===== config.mk =====
export PLATFORM = sky130hd
export DESIGN_NAME = forward_lane_rr_flat
export DESIGN_NICKNAME = d
export VERILOG_FILES = /design/src/rtl/forward_lane_rr_if.sv /design/src/rtl/forward_lane_rr.sv /design/src/flat_wrapper.sv
export SDC_FILE = /design/constraint.sdc
export NUM_CORES = 1
export LEC_CHECK = 0
export ABC_AREA = 1
export CAP_MARGIN = 40
export CORE_MARGIN = 2
export CORE_UTILIZATION = 35
export DETAILED_ROUTE_END_ITERATION = 7
export PLACE_DENSITY_LB_ADDON = 0.2
export SLEW_MARGIN = 25
export SYNTH_ARGS = -nofsm -noshare
export SYNTH_HDL_FRONTEND = slang
export SYNTH_SLANG_ARGS = --single-unit

===== constraint.sdc =====
create_clock -name clk -period 2.95 [get_ports clk]
set_input_delay 0.7375 -clock clk [delete_from_list [all_inputs] [get_ports clk]]
set_output_delay 0.7375 -clock clk [all_outputs]
set_load 0.01 [all_outputs]

===== src/rtl/forward_lane_rr_if.sv =====
// Source heads and the four output buffer ports of one forward lane.
interface forward_lane_rr_if #(
    parameter int PACKET_WIDTH = 30,
    parameter int NUM_IN       = 2,
    parameter int NW           = 21
);
    logic [NUM_IN*PACKET_WIDTH-1:0] din;
    logic [NUM_IN-1:0]              empty_in;
    logic [NUM_IN-1:0]              ren_out;

    logic [PACKET_WIDTH-1:0]        dout_fwd;
    logic                           fwd_empty;
    logic                           ren_fwd;
    logic [NW-1:0]                  dout_north;
    logic                           north_empty;
    logic                           ren_north;
    logic [NW-1:0]                  dout_south;
    logic                           south_empty;
    logic                           ren_south;
    logic [NW-1:0]                  dout_local;
    logic                           local_empty;
    logic                           ren_local;

    modport master (
        output din, empty_in, ren_fwd, ren_north, ren_south, ren_local,
        input  ren_out, dout_fwd, fwd_empty, dout_north, north_empty,
               dout_south, south_empty, dout_local, local_empty
    );

    modport slave (
        input  din, empty_in, ren_fwd, ren_north, ren_south, ren_local,
        output ren_out, dout_fwd, fwd_empty, dout_north, north_empty,
               dout_south, south_empty, dout_local, local_empty
    );
endinterface


===== src/rtl/forward_lane_rr.sv =====
// Round-robin merge of FWFT sources into one stage register, decoded by dx/dy into fwd/north/south/local buffers.
// Head-to-*_empty low in 2 cycles; a stage blocked on a full target halts all grants. Stats: FORWARD_LANE_RR_STATS_EN.
module forward_lane_rr_buf #(
    parameter int WIDTH = 8,
    parameter int DEPTH = 4
) (
    input  logic             clk,
    input  logic             reset,
    input  logic             wr_en_i,
    input  logic [WIDTH-1:0] wr_dat_i,
    input  logic             rd_en_i,
    output logic [WIDTH-1:0] rd_dat_o,
    output logic             empty_o,
    output logic             full_o
);
    localparam int AW = (DEPTH > 1) ? $clog2(DEPTH) : 1;

    logic [WIDTH-1:0] mem_q [DEPTH];
    logic [AW-1:0]    wr_ptr_q, wr_ptr_d, rd_ptr_q, rd_ptr_d;
    logic [AW:0]      count_q, count_d;
    logic             wr_ok, rd_ok;

    assign full_o   = (count_q == (AW+1)'(DEPTH));
    assign empty_o  = (count_q == '0);
    assign wr_ok    = wr_en_i && !full_o;
    assign rd_ok    = rd_en_i && !empty_o;
    assign rd_dat_o = mem_q[rd_ptr_q];

    always_comb begin
        wr_ptr_d = wr_ptr_q;
        rd_ptr_d = rd_ptr_q;
        count_d  = count_q;
        if (wr_ok) wr_ptr_d = (wr_ptr_q == AW'(DEPTH-1)) ? '0 : wr_ptr_q + 1'b1;
        if (rd_ok) rd_ptr_d = (rd_ptr_q == AW'(DEPTH-1)) ? '0 : rd_ptr_q + 1'b1;
        if (wr_ok && !rd_ok) count_d = count_q + 1'b1;
        if (rd_ok && !wr_ok) count_d = count_q - 1'b1;
    end

    always_ff @(posedge clk or posedge reset) begin
        if (reset) begin
            wr_ptr_q <= '0;
            rd_ptr_q <= '0;
            count_q  <= '0;
        end else begin
            wr_ptr_q <= wr_ptr_d;
            rd_ptr_q <= rd_ptr_d;
            count_q  <= count_d;
        end
    end

    always_ff @(posedge clk) begin
        if (wr_ok) mem_q[wr_ptr_q] <= wr_dat_i;
    end
endmodule

module forward_lane_rr #(
    parameter int PACKET_WIDTH = 30,
    parameter int DX_MSB       = 29,
    parameter int DX_LSB       = 21,
    parameter int DY_MSB       = 20,
    parameter int DY_LSB       = 12,
    parameter int NUM_IN       = 2,
    parameter int BUFFER_DEPTH = 4,
    parameter int EAST         = 1
) (
    input  logic             clk,
    input  logic             reset,
    forward_lane_rr_if.slave lane
`ifdef FORWARD_LANE_RR_STATS_EN
    ,
    output logic [15:0]      stat_fwd,
    output logic [15:0]      stat_north,
    output logic [15:0]      stat_south,
    output logic [15:0]      stat_local
`endif
);
    localparam int NW  = PACKET_WIDTH - (DX_MSB - DY_MSB);
    localparam int DXW = DX_MSB - DX_LSB + 1;
    localparam int DYW = DY_MSB - DY_LSB + 1;
    localparam int IW  = $clog2(NUM_IN);

    typedef enum logic [1:0] {TGT_FWD, TGT_NORTH, TGT_SOUTH, TGT_LOCAL} tgt_e;

    logic                    stage_vld_q, stage_vld_d;
    logic [PACKET_WIDTH-1:0] stage_q, stage_d;
    logic [IW-1:0]           last_q, last_d;

    logic [IW-1:0]           gnt_idx, cand;
    logic                    gnt_found, gnt_vld, drain;
    logic [NUM_IN-1:0]       ren_vec;

    logic [DXW-1:0]          dx, dx_adj;
    logic [DYW-1:0]          dy;
    logic                    fwd_hit;
    tgt_e                    tgt;
    logic [PACKET_WIDTH-1:0] fwd_pkt;
    logic                    tgt_full;
    logic                    wr_fwd, wr_north, wr_south, wr_local;
    logic                    full_fwd, full_north, full_south, full_local;

    // Round-robin search starting just after the last granted source.
    always_comb begin
        gnt_found = 1'b0;
        gnt_idx   = last_q;
        cand      = '0;
        for (int k = 1; k <= NUM_IN; k++) begin
            cand = IW'((int'(last_q) + k) % NUM_IN);
            if (!gnt_found && !lane.empty_in[cand]) begin
                gnt_found = 1'b1;
                gnt_idx   = cand;
            end
        end
    end

    assign dx      = stage_q[DX_MSB:DX_LSB];
    assign dy      = stage_q[DY_MSB:DY_LSB];
    assign fwd_hit = (EAST != 0) ? (!dx[DXW-1] && (|dx)) : dx[DXW-1];
    assign dx_adj  = (EAST != 0) ? dx - DXW'(1) : dx + DXW'(1);

    always_comb begin
        tgt = TGT_NORTH;
        if (fwd_hit)          tgt = TGT_FWD;
        else if (~|dy)        tgt = TGT_LOCAL;
        else if (dy[DYW-1])   tgt = TGT_SOUTH;
    end

    always_comb begin
        fwd_pkt                  = stage_q;
        fwd_pkt[DX_MSB:DX_LSB]   = dx_adj;
    end

    always_comb begin
        case (tgt)
            TGT_FWD:   tgt_full = full_fwd;
            TGT_NORTH: tgt_full = full_north;
            TGT_SOUTH: tgt_full = full_south;
            default:   tgt_full = full_local;
        endcase
    end

    // Only the selected target's fullness can hold the stage.
    assign drain    = stage_vld_q && !tgt_full;
    assign gnt_vld  = !reset && gnt_found && (!stage_vld_q || drain);
    assign wr_fwd   = drain && (tgt == TGT_FWD);
    assign wr_north = drain && (tgt == TGT_NORTH);
    assign wr_south = drain && (tgt == TGT_SOUTH);
    assign wr_local = drain && (tgt == TGT_LOCAL);

    always_comb begin
        ren_vec = '0;
        if (gnt_vld) ren_vec[gnt_idx] = 1'b1;
    end
    assign lane.ren_out = ren_vec;

    always_comb begin
        stage_vld_d = stage_vld_q;
        stage_d     = stage_q;
        last_d      = last_q;
        if (drain) stage_vld_d = 1'b0;
        if (gnt_vld) begin
            stage_vld_d = 1'b1;
            stage_d     = lane.din[gnt_idx*PACKET_WIDTH +: PACKET_WIDTH];
            last_d      = gnt_idx;
        end
    end

    always_ff @(posedge clk or posedge reset) begin
        if (reset) begin
            stage_vld_q <= 1'b0;
            stage_q     <= '0;
            last_q      <= IW'(NUM_IN - 1);
        end else begin
            stage_vld_q <= stage_vld_d;
            stage_q     <= stage_d;
            last_q      <= last_d;
        end
    end

    forward_lane_rr_buf #(.WIDTH(PACKET_WIDTH), .DEPTH(BUFFER_DEPTH)) u_buf_fwd (
        .clk(clk), .reset(reset), .wr_en_i(wr_fwd), .wr_dat_i(fwd_pkt),
        .rd_en_i(lane.ren_fwd), .rd_dat_o(lane.dout_fwd),
        .empty_o(lane.fwd_empty), .full_o(full_fwd)
    );

    forward_lane_rr_buf #(.WIDTH(NW), .DEPTH(BUFFER_DEPTH)) u_buf_north (
        .clk(clk), .reset(reset), .wr_en_i(wr_north), .wr_dat_i(stage_q[NW-1:0]),
        .rd_en_i(lane.ren_north), .rd_dat_o(lane.dout_north),
        .empty_o(lane.north_empty), .full_o(full_north)
    );

    forward_lane_rr_buf #(.WIDTH(NW), .DEPTH(BUFFER_DEPTH)) u_buf_south (
        .clk(clk), .reset(reset), .wr_en_i(wr_south), .wr_dat_i(stage_q[NW-1:0]),
        .rd_en_i(lane.ren_south), .rd_dat_o(lane.dout_south),
        .empty_o(lane.south_empty), .full_o(full_south)
    );

    forward_lane_rr_buf #(.WIDTH(NW), .DEPTH(BUFFER_DEPTH)) u_buf_local (
        .clk(clk), .reset(reset), .wr_en_i(wr_local), .wr_dat_i(stage_q[NW-1:0]),
        .rd_en_i(lane.ren_local), .rd_dat_o(lane.dout_local),
        .empty_o(lane.local_empty), .full_o(full_local)
    );

`ifdef FORWARD_LANE_RR_STATS_EN
    logic [3:0]  stat_wr;
    logic [15:0] stat_q [4];

    assign stat_wr = {wr_local, wr_south, wr_north, wr_fwd};

    always_ff @(posedge clk or posedge reset) begin
        if (reset) begin
            for (int k = 0; k < 4; k++) stat_q[k] <= '0;
        end else begin
            for (int k = 0; k < 4; k++) begin
                if (stat_wr[k] && (stat_q[k] != 16'hFFFF)) stat_q[k] <= stat_q[k] + 16'd1;
            end
        end
    end

    assign stat_fwd   = stat_q[0];
    assign stat_north = stat_q[1];
    assign stat_south = stat_q[2];
    assign stat_local = stat_q[3];
`endif
endmodule

===== src/flat_wrapper.sv =====
// flat-port wrapper written by rule: the top's interface ports become plain ports
module forward_lane_rr_flat 
#(
    parameter int PACKET_WIDTH = 30,
    parameter int DX_MSB       = 29,
    parameter int DX_LSB       = 21,
    parameter int DY_MSB       = 20,
    parameter int DY_LSB       = 12,
    parameter int NUM_IN       = 2,
    parameter int BUFFER_DEPTH = 4,
    parameter int EAST         = 1
)
  (clk, reset, lane_din, lane_empty_in, lane_ren_fwd, lane_ren_north, lane_ren_south, lane_ren_local, lane_ren_out, lane_dout_fwd, lane_fwd_empty, lane_dout_north, lane_north_empty, lane_dout_south, lane_south_empty, lane_dout_local, lane_local_empty);
  forward_lane_rr_if #(.PACKET_WIDTH(PACKET_WIDTH), .NUM_IN(NUM_IN)) lane_i ();
  input  logic clk;
  input  logic reset;
  input wire logic [$bits(lane_i.din)-1:0] lane_din;
  input wire logic [$bits(lane_i.empty_in)-1:0] lane_empty_in;
  input wire logic [$bits(lane_i.ren_fwd)-1:0] lane_ren_fwd;
  input wire logic [$bits(lane_i.ren_north)-1:0] lane_ren_north;
  input wire logic [$bits(lane_i.ren_south)-1:0] lane_ren_south;
  input wire logic [$bits(lane_i.ren_local)-1:0] lane_ren_local;
  output wire logic [$bits(lane_i.ren_out)-1:0] lane_ren_out;
  output wire logic [$bits(lane_i.dout_fwd)-1:0] lane_dout_fwd;
  output wire logic [$bits(lane_i.fwd_empty)-1:0] lane_fwd_empty;
  output wire logic [$bits(lane_i.dout_north)-1:0] lane_dout_north;
  output wire logic [$bits(lane_i.north_empty)-1:0] lane_north_empty;
  output wire logic [$bits(lane_i.dout_south)-1:0] lane_dout_south;
  output wire logic [$bits(lane_i.south_empty)-1:0] lane_south_empty;
  output wire logic [$bits(lane_i.dout_local)-1:0] lane_dout_local;
  output wire logic [$bits(lane_i.local_empty)-1:0] lane_local_empty;
  assign lane_i.din = lane_din;
  assign lane_i.empty_in = lane_empty_in;
  assign lane_i.ren_fwd = lane_ren_fwd;
  assign lane_i.ren_north = lane_ren_north;
  assign lane_i.ren_south = lane_ren_south;
  assign lane_i.ren_local = lane_ren_local;
  assign lane_ren_out = lane_i.ren_out;
  assign lane_dout_fwd = lane_i.dout_fwd;
  assign lane_fwd_empty = lane_i.fwd_empty;
  assign lane_dout_north = lane_i.dout_north;
  assign lane_north_empty = lane_i.north_empty;
  assign lane_dout_south = lane_i.dout_south;
  assign lane_south_empty = lane_i.south_empty;
  assign lane_dout_local = lane_i.dout_local;
  assign lane_local_empty = lane_i.local_empty;
  forward_lane_rr #(.PACKET_WIDTH(PACKET_WIDTH), .DX_MSB(DX_MSB), .DX_LSB(DX_LSB), .DY_MSB(DY_MSB), .DY_LSB(DY_LSB), .NUM_IN(NUM_IN), .BUFFER_DEPTH(BUFFER_DEPTH), .EAST(EAST)) u_core (.clk(clk), .reset(reset), .lane(lane_i));
endmodule

==> results of run 1 <==
==> routing by layer <==
metal | GRT usage, % | share of wire (%) | vias to the layer above | routed length, um
li1 | - | - | 5461 | -
met1 | 23.1 | 45 | 5523 | 20200
met2 | 28.4 | 47 | 275 | 21200
met3 | 3.64 | 5.1 | 75 | 2310
met4 | 6.45 | 2.9 | 2 | 1290
met5 | 0 | 0.029 | - | 13
==> cell usage in the layout, fill, tap and decap left out, drive strengths merged, types with 6 or more instances in the layout <==
master and instances:
nor2 229, o22ai 93, dfrtp 59, xnor2 8
buf 104, o21ai 204, xor2 6, nand3 39
clkbuf 61, clkdlybuf4s50 89, ha 25, dlymetal6s2s 37
nand4 6, nor3 12, edfxtp 372, clkinv 15
dlygate4sd2 38, nand2 195, inv 62
==> final cells by class <==
type / count / area [um2] / area share (%)
clock inverter: 23 / 255 / 1.14
antenna: 1 / 2.50 / 0.0112
timing repair buffer: 269 / 2770 / 12.4
tap: 664 / 831 / 3.71
multi-input combinational: 829 / 4350 / 19.4
timing repair inverter: 1 / 7.51 / 0.0336
sequential: 432 / 12700 / 56.7
inverter: 63 / 249 / 1.11
clock buffer: 60 / 1230 / 5.51
==> sequential cells by signal, indices dropped and copies added, names as in the netlist, 3 cells and up <==
name / flops
u_core.u_buf_fwd.count_q: 3
u_core.u_buf_south.mem_q: 84
u_core.stage_q: 30
u_core.u_buf_north.mem_q: 84
u_core.u_buf_local.count_q: 3
u_core.u_buf_north.count_q: 3
u_core.u_buf_south.count_q: 3
u_core.u_buf_fwd.mem_q: 120
u_core.u_buf_local.mem_q: 84
==> cells by family (layout without fill, tap and decap cells) <==
group | Yosys count | in the layout
fa+ha+maj | 29 | 29
mux | 1 | 1
xor+xnor | 14 | 14
compound gates | 302 | 302
simple gates | 483 | 483
flops | 432 | 432
other cells | 0 | 1
buf+inv | 137 | 416
==> critical path: cells and delay by family, from the launching register on <==
kind / cells / cell delay (ns)
DFF: 1 / 0.38
and+or+nand+nor: 5 / 0.58
buffers and inverters: 3 / 0.25
adders and majority gates: 1 / 0.15
AOI/OAI and AO/OA: 1 / 0.24
==> power by group <==
part | leakage, nW | internal, mW | switching [mW]
registers | 4.12 | 8.34 | 0.815
logic | 3.73 | 3.80 | 5.65
clock network | 0.729 | 3.38 | 2.33
total | 8.59 | 15.5 | 8.79
==> stage by stage <==
step                      hold WS, ns  TNS (ns)  setup WS [ns]
after detailed placement        0.468   -0.0729        -0.0572
after global placement          0.457   -0.0930        -0.0738
after CTS                       0.478         0       0.000906
after global routing            0.538    -0.331        -0.0798
final                           0.477         0         0.0464
after floorplan                 0.442    -27.42         -0.228
==> timing repair <==
action                     4_1_cts  5_1_grt
buffers inserted                12        7
setup endpoints to repair       92       76
pin swaps                       11        9
gates cloned                     1        1
resized for setup              101       66
==> how the worst min path moves through the flow <==
stage	to	slack (ns)	cells after the start
2_1_floorplan	u_core.stage_q[21]$_DFFE_PP0P_	0.44	2
4_1_cts	u_core.last_q$_DFFE_PP1P_	0.48	2
3_3_place_gp	u_core.stage_q[21]$_DFFE_PP0P_	0.46	2
6_report	u_core.last_q$_DFFE_PP1P_	0.48	2
3_5_place_dp	u_core.stage_q[21]$_DFFE_PP0P_	0.47	2
5_1_grt	u_core.u_buf_south.count_q[0]$_DFFE_PP0P_	0.54	1
==> impl_table.tex, run 1 <==
\begin{tabular}{lr}
\hline
Metric & Value \\
\hline
\multicolumn{2}{l}{\textbf{Critical path}} \\
\quad Worst setup path endpoint & lane\_ren\_out[1] \\
\quad Critical path data arrival time & 2.17 ns \\
\quad Peak fanout along the critical path & 5 \\
\quad Worst reg2reg path depth & 15 \\
\quad Max stage delay on crit path & 0.38 ns \\
\quad Register-to-register setup slack & 0.10 ns \\
\quad Terminus of the critical flop-to-flop path & u\_core.u\_buf\_south.count\_q[2]\$\_DFFE\_PP0P\_ \\
\quad Sort of element at the end of the critical path & output port \\
\quad Cells along the critical path & inv\_2 > ha\_4 > nand2\_4 > o21ai\_4 > nand3\_2 > nand3\_2 > nand3\_4 > nand3\_2 > inv\_1 > buf\_2 \\
\quad Worst flop-to-flop path startpoint & u\_core.stage\_q[22]\$\_DFFE\_PP0P\_ \\
\quad Required time at the worst-slack endpoint & 2.21 ns \\
\quad Setup crit start & u\_core.stage\_q[22]\$\_DFFE\_PP0P\_ \\
\quad Cell occurring most often along the worst timing path & nand3\_2 \\
\quad Kind of critical path & flip-flop to output port \\
\quad Element type at the critical path start & flip-flop \\
\quad Cell with the largest stage delay on the worst path & dfrtp\_1 \\
\multicolumn{2}{l}{\textbf{Yosys}} \\
\quad Portion of the post-synthesis area used by sequential elements & 73.1\% \\
\quad Synth Area in Compound Gates & 9.46\% \\
\quad Largest area contributor in the synthesized netlist & edfxtp\_1 \\
\quad Most used flip-flop cell after synthesis & edfxtp\_1 \\
\quad Nets in the synthesized netlist & 1495 \\
\quad Most used standard cell by instance count after synthesis & edfxtp\_1 \\
\quad Area share of and/or/nand/nor cells after synthesis & 11.2\% \\
\quad Per-instance average area after synthesis & 12.4 um2 \\
\quad Total of flip-flops plus latches after synthesis & 432 \\
\quad Post-Synth XOR/XNOR Area & 0.708\% \\
\quad Share of Yosys cell area claimed by the top area cell type & 64.5\% \\
\quad Post-synthesis cell type count & 30 \\
\quad Share of synthesized flip-flops with an asynchronous set or reset & 13.9\% \\
\quad Mapped Area & 17300 um2 \\
\quad Post-synth EDFFs & 372 \\
\quad Largest family of logic cells by synthesized area & simple AND/OR/NAND/NOR gates \\
\quad Leading cell types by count after synthesis & edfxtp\_1, nor2\_1, o21ai\_0 \\
\quad Post-synthesis mux area share & 0.0650\% \\
\quad Instance count of the mapped netlist & 1398 \\
\quad Biggest area contributors in the synthesized netlist & edfxtp\_1, dfrtp\_1, o21ai\_0 \\
\quad Number of warnings issued by yosys & 0 \\
\quad Area share of fa/ha/maj cells after synthesis & 2.27\% \\
\multicolumn{2}{l}{\textbf{Finish}} \\
\quad Non-filler cells in the finished layout & 2342 \\
\quad Fraction of final layout cells with drive strength greater than 1 & 14.3\% \\
\quad Layout Nets & 1738 \\
\quad Final core utilization & 45.7\% \\
\quad Filler cell count in the final layout & 4418 \\
\quad Final cell area excluding filler cells & 22400 um2 \\
\quad Synthesis-to-finish area growth & 29.1\% \\
\multicolumn{2}{l}{\textbf{Power and ir drop}} \\
\quad Leakage power of the design & 8.59 nW \\
\quad Power density relative to cell area & 1090 nW/um2 \\
\quad Maximum VDD drop & 0.547 mV \\
\quad Total Power & 24.3 mW \\
\multicolumn{2}{l}{\textbf{GRT}} \\
\quad Vias in the first global route & 11200 \\
\quad Wire length of the first global-routing pass & 66500 um \\
\quad Antenna violations before repair & 1 \\
\quad Maximum number of pins on one net before global-route repair & 61 \\
\quad Gr ovfl total & 0 \\
\quad Total track usage & 17.5\% \\
\multicolumn{2}{l}{\textbf{Clock tree}} \\
\quad H-tree levels & 2 \\
\quad Root buffer cell & clkbuf\_16 \\
\quad Max Buffers Root-to-Sink & 3 \\
\quad Number of clock sinks & 432 \\
\quad Clock-pin slew on the worst setup and hold paths & 0.06 ns \\
\quad Clk Latency, worst-skew pair & 0.58 ns \\
\quad CTS tree & built \\
\quad Total clock buffers created by CTS & 45 \\
\quad Number of hold buffers added after CTS & 0 \\
\multicolumn{2}{l}{\textbf{Floorplan}} \\
\quad Die outline area & 51300 um2 \\
\quad Placement row count & 81 \\
\quad Die span in y & 227 um \\
\quad IO Pins & 167 \\
\quad Chip width & 227 um \\
\quad Starting density of the core & 35.4\% \\
\quad Core Region & 49000 um2 \\
\multicolumn{2}{l}{\textbf{STA}} \\
\quad Number of hold violations in the final report & 0 \\
\quad Max transition margin & 45.3\% \\
\quad Setup repair after global routing missed its margin & yes \\
\quad Min Clock Period, post-route & 2.90 ns \\
\quad Count of pins over their slew limit & 0 \\
\quad Max Freq & 344 MHz \\
\quad Final clock period utilization by the worst path & 98.4\% \\
\quad Actual slew at the worst max-slew pin & 0.821 ns \\
\quad Final-report setup violation count & 0 \\
\quad Worst-case clock skew & 0.0253 ns \\
\multicolumn{2}{l}{\textbf{Drt}} \\
\quad Routed length per instance & 19.2 um \\
\quad Routed WL & 45000 um \\
\quad Iter 0 DRT Violations & 676 \\
\quad Detailed-router iteration count before antenna repair & 5 \\
\quad Count of vias placed by the detailed router & 11300 \\
\quad Number of nets with antenna violations after routing & 0 \\
\quad DR vias/cell & 4.84 \\
\quad DRC violations left & 0 \\
\multicolumn{2}{l}{\textbf{Placement}} \\
\quad Cell count after placement & 2234 \\
\quad Half-perimeter wire length of the detailed placement result & 27100 um \\
\quad Weighted congestion at the end of routability-driven global placement & 0.751 \\
\quad Count of buffers inserted at the top-level ports & 166 \\
\quad Area after DPL & 20300 um2 \\
\multicolumn{2}{l}{\textbf{Hold path}} \\
\quad Min-Delay Startpoint & u\_core.last\_q\$\_DFFE\_PP1P\_ \\
\quad Min-Delay Path Class & flip-flop to flip-flop \\
\multicolumn{2}{l}{\textbf{Run status}} \\
\quad Status & finished, final reports clean \\
\multicolumn{2}{l}{\textbf{Job}} \\
\quad Maximum capacitance violations & 0 \\
\hline
\end{tabular}
Power figures use the tool's default switching activity.
==> run 2: changes to the inputs <==
--- a/config.mk
+++ b/config.mk
@@ -9,7 +9,9 @@
 export CAP_MARGIN = 40
 export CORE_MARGIN = 2
 export CORE_UTILIZATION = 35
+export CTS_CLUSTER_DIAMETER = 60
 export DETAILED_ROUTE_END_ITERATION = 7
+export GPL_TIMING_DRIVEN = 1
 export PLACE_DENSITY_LB_ADDON = 0.2
 export SLEW_MARGIN = 25
 export SYNTH_ARGS = -nofsm -noshare
==> run 2 against run 1 <==
The flow now finishes with violations (setup timing). Global-route usage hardly changed. Die area stayed put. Maximum frequency is 1.7% lower. Highest routed layer is now met4.
==> impl_table.tex, run 2 (synthesized netlist as in run 1, its figures left out) <==
\begin{tabular}{lr}
\hline
Metric & Value \\
\hline
\multicolumn{2}{l}{\textbf{Power and ir drop}} \\
\quad Fraction of power consumed by the clock network & 23.3\% \\
\quad Reg power frac & 37.7\% \\
\quad Power density relative to cell area & 1080 nW/um2 \\
\quad Logic pwr share & 38.9\% \\
\quad Switching Power & 8.73 mW \\
\quad Total Power & 24.2 mW \\
\quad Leakage power of the design & 8.62 nW \\
\quad Maximum VDD drop & 0.514 mV \\
\quad Proportion of total power due to net switching & 36.0\% \\
\quad Cell-internal power & 15.5 mW \\
\multicolumn{2}{l}{\textbf{Placement}} \\
\quad Half-perimeter wire length of the detailed placement result & 27100 um \\
\quad Worst slack at placement & -0.0572 ns \\
\quad Count of buffers inserted at the top-level ports & 166 \\
\quad Cell count after placement & 2234 \\
\quad Area after DPL & 20300 um2 \\
\quad Weighted congestion at the end of routability-driven global placement & 0.751 \\
\multicolumn{2}{l}{\textbf{Finish}} \\
\quad Filler cell count in the final layout & 4449 \\
\quad Synthesis-to-finish area growth & 29.1\% \\
\quad Most common library cell in the layout ignoring fill and taps & edfxtp\_1 \\
\quad Non-filler cells in the finished layout & 2341 \\
\quad Antenna diode count & 0 \\
\quad Largest register FFs & 120 \\
\quad Top library cells by usage in the layout, fill and taps aside & edfxtp\_1, nor2\_1, o21ai\_0, nand2\_1, clkdlybuf4s50\_1 \\
\quad Register containing the most flip-flops in the final layout & u\_core.u\_buf\_fwd.mem\_q \\
\quad Final cell area excluding filler cells & 22400 um2 \\
\quad Final core utilization & 45.7\% \\
\quad Layout Nets & 1738 \\
\quad Fraction of final layout cells with drive strength greater than 1 & 13.5\% \\
\multicolumn{2}{l}{\textbf{Critical path}} \\
\quad Cells along the critical path & inv\_2 > ha\_4 > nand2\_4 > o21ai\_4 > nand2\_2 > nand2\_2 > nand3\_2 > nand3\_4 > nand3\_2 > inv\_1 > clkdlybuf4s15\_2 \\
\quad Setup crit start & u\_core.stage\_q[22]\$\_DFFE\_PP0P\_ \\
\quad Sort of element at the end of the critical path & output port \\
\quad Worst flop-to-flop path startpoint & u\_core.stage\_q[22]\$\_DFFE\_PP0P\_ \\
\quad Worst Path Buf+Inv & 3 \\
\quad Element type at the critical path start & flip-flop \\
\quad Kind of critical path & flip-flop to output port \\
\quad Peak fanout along the critical path & 5 \\
\quad Required time at the worst-slack endpoint & 2.21 ns \\
\quad Family of cells with the greatest summed delay on the critical path & simple AND/OR/NAND/NOR gates \\
\quad Cell with the largest stage delay on the worst path & dfrtp\_1 \\
\quad Critical path data arrival time & 2.22 ns \\
\quad Max stage delay on crit path & 0.38 ns \\
\multicolumn{2}{l}{\textbf{Floorplan}} \\
\quad Die span in y & 227 um \\
\quad Starting density of the core & 35.4\% \\
\quad IO Pins & 167 \\
\quad Die outline area & 51300 um2 \\
\quad Chip width & 227 um \\
\quad Core Region & 49000 um2 \\
\quad Placement row count & 81 \\
\multicolumn{2}{l}{\textbf{Drt}} \\
\quad Number of nets with antenna violations after routing & 0 \\
\quad DR vias/cell & 4.84 \\
\quad Routed WL & 44800 um \\
\quad Routed length per instance & 19.1 um \\
\quad Iter 0 DRT Violations & 642 \\
\quad DRC violations left & 0 \\
\quad Count of vias placed by the detailed router & 11300 \\
\quad Detailed-router iteration count before antenna repair & 4 \\
\multicolumn{2}{l}{\textbf{STA}} \\
\quad Max Freq & 339 MHz \\
\quad Final clock period utilization by the worst path & 100\% \\
\quad Worst Slack Setup Final & -0.00381 ns \\
\quad Min Clock Period, post-route & 2.95 ns \\
\quad Number of hold violations in the final report & 0 \\
\quad Max transition margin & 44.0\% \\
\quad Count of pins over their slew limit & 0 \\
\quad Worst-case clock skew & 0.0194 ns \\
\quad Setup repair after global routing missed its margin & yes \\
\quad Final-report setup violation count & 1 \\
\quad Actual slew at the worst max-slew pin & 0.840 ns \\
\multicolumn{2}{l}{\textbf{Hold path}} \\
\quad Min-Delay Startpoint & u\_core.last\_q\$\_DFFE\_PP1P\_ \\
\quad Min-Delay Path Class & flip-flop to flip-flop \\
\multicolumn{2}{l}{\textbf{Clock tree}} \\
\quad CTS tree & built \\
\quad Clock-pin slew on the worst setup and hold paths & 0.06 ns \\
\quad Number of clock sinks & 432 \\
\quad Clk Latency, worst-skew pair & 0.57 ns \\
\quad Max Buffers Root-to-Sink & 3 \\
\quad Root buffer cell & clkbuf\_16 \\
\quad Total clock buffers created by CTS & 47 \\
\quad H-tree levels & 2 \\
\multicolumn{2}{l}{\textbf{GRT}} \\
\quad Antenna violations before repair & 0 \\
\quad Vias in the first global route & 11300 \\
\quad Wire length of the first global-routing pass & 66700 um \\
\quad Total track usage & 17.5\% \\
\quad Gr ovfl total & 0 \\
\quad Maximum number of pins on one net before global-route repair & 61 \\
\multicolumn{2}{l}{\textbf{Run status}} \\
\quad Violations in the final reports & setup timing \\
\quad Status & complete, but fails checks \\
\multicolumn{2}{l}{\textbf{Job}} \\
\quad Maximum capacitance violations & 0 \\
\hline
\end{tabular}
[run 2: changes by cell type in the layout (fill, tap and decap cells not counted), moves of 3 or more]
cell and change:
buf_4 -3, clkbuf_1 +6, clkbuf_16 +3, clkinv_2 -5, dlygate4sd2_1 -10, dlymetal6s2s_1 +8
[run 2: layout make-up]
class / count / area, um2 / share of cell area, %
Tap cell: 664 / 831 / 3.71
Timing Repair Buffer: 267 / 2800 / 12.5
Clock inverter: 18 / 181 / 0.811
Clock buffer: 67 / 1300 / 5.83
Timing Repair inverter: 1 / 5.00 / 0.0224
Sequential cell: 432 / 12700 / 56.7
Inverter: 63 / 246 / 1.10
Multi-Input combinational cell: 829 / 4330 / 19.3
[run 2: per-stage QoR]
stage	TNS [ns]	hold WS [ns]
detailed placement	-0.0729	0.468
global placement	-0.0930	0.457
floorplan	-27.42	0.442
CTS	-0.0216	0.478
finish	-0.00381	0.477
global route	-0.294	0.538
[run 2: final timing paths]
| path | end | slack [ns] | cells after the start |
|---|---|---|---|
| worst min register to register | u_core.last_q$_DFFE_PP1P_ | 0.48 | 2 |
| worst min-delay path | u_core.last_q$_DFFE_PP1P_ | 0.48 | 2 |
| worst max-delay path | lane_ren_out[1] | -0.004 | 11 |
| min in group asynchronous | u_core.stage_q[27]$_DFFE_PP0P_ | 0.72 | 4 |
| max in group asynchronous | u_core.u_buf_north.rd_ptr_q[1]$_DFFE_PP0P_ | 1.91 | 4 |
| worst max register to register | u_core.u_buf_south.count_q[2]$_DFFE_PP0P_ | 0.10 | 15 |
[run 2: worst register-to-register path, cell delays in order (launching register included)]
cell	delay [ns]
dfrtp_1	0.38
inv_2	0.08
ha_4	0.15
nand2_4	0.06
o21ai_4	0.24
nand3_2	0.13
nand3_2	0.13
buf_4	0.12
nand2_1	0.21
nand3_4	0.18
ha_1	0.16
inv_1	0.07
fa_1	0.39
a21oi_1	0.16
o21ai_0	0.12
xor2_1	0.15
[run 2: power by group through the flow]
stage / Sequential (mW) / Clock, mW / Combinational, mW
after floorplan: 9.08 / 0 / 4.46
after global placement: 9.38 / 0 / 8.85
after detailed placement: 9.37 / 0 / 9.08
after CTS: 9.28 / 5.78 / 9.37
after global routing: 9.26 / 6.02 / 10.4
final: 9.15 / 5.65 / 9.43
[run 2: timing repair]
item / in CTS / in global routing
pin swaps: 15 / 4
setup endpoints to repair: 90 / 88
resized for setup: 88 / 66
buffers inserted: 13 / 4
gates cloned: 1 / 1
hold buffers: 0 / 0
[run 2: metal layers]
layer / vias up / share of wire (%) / track usage, %
li1: 5471 / - / -
met1: 5527 / 45 / 23.2
met2: 271 / 47 / 28.6
met3: 68 / 5.0 / 3.42
met4: 0 / 2.8 / 6.28
met5: - / 0 / 0
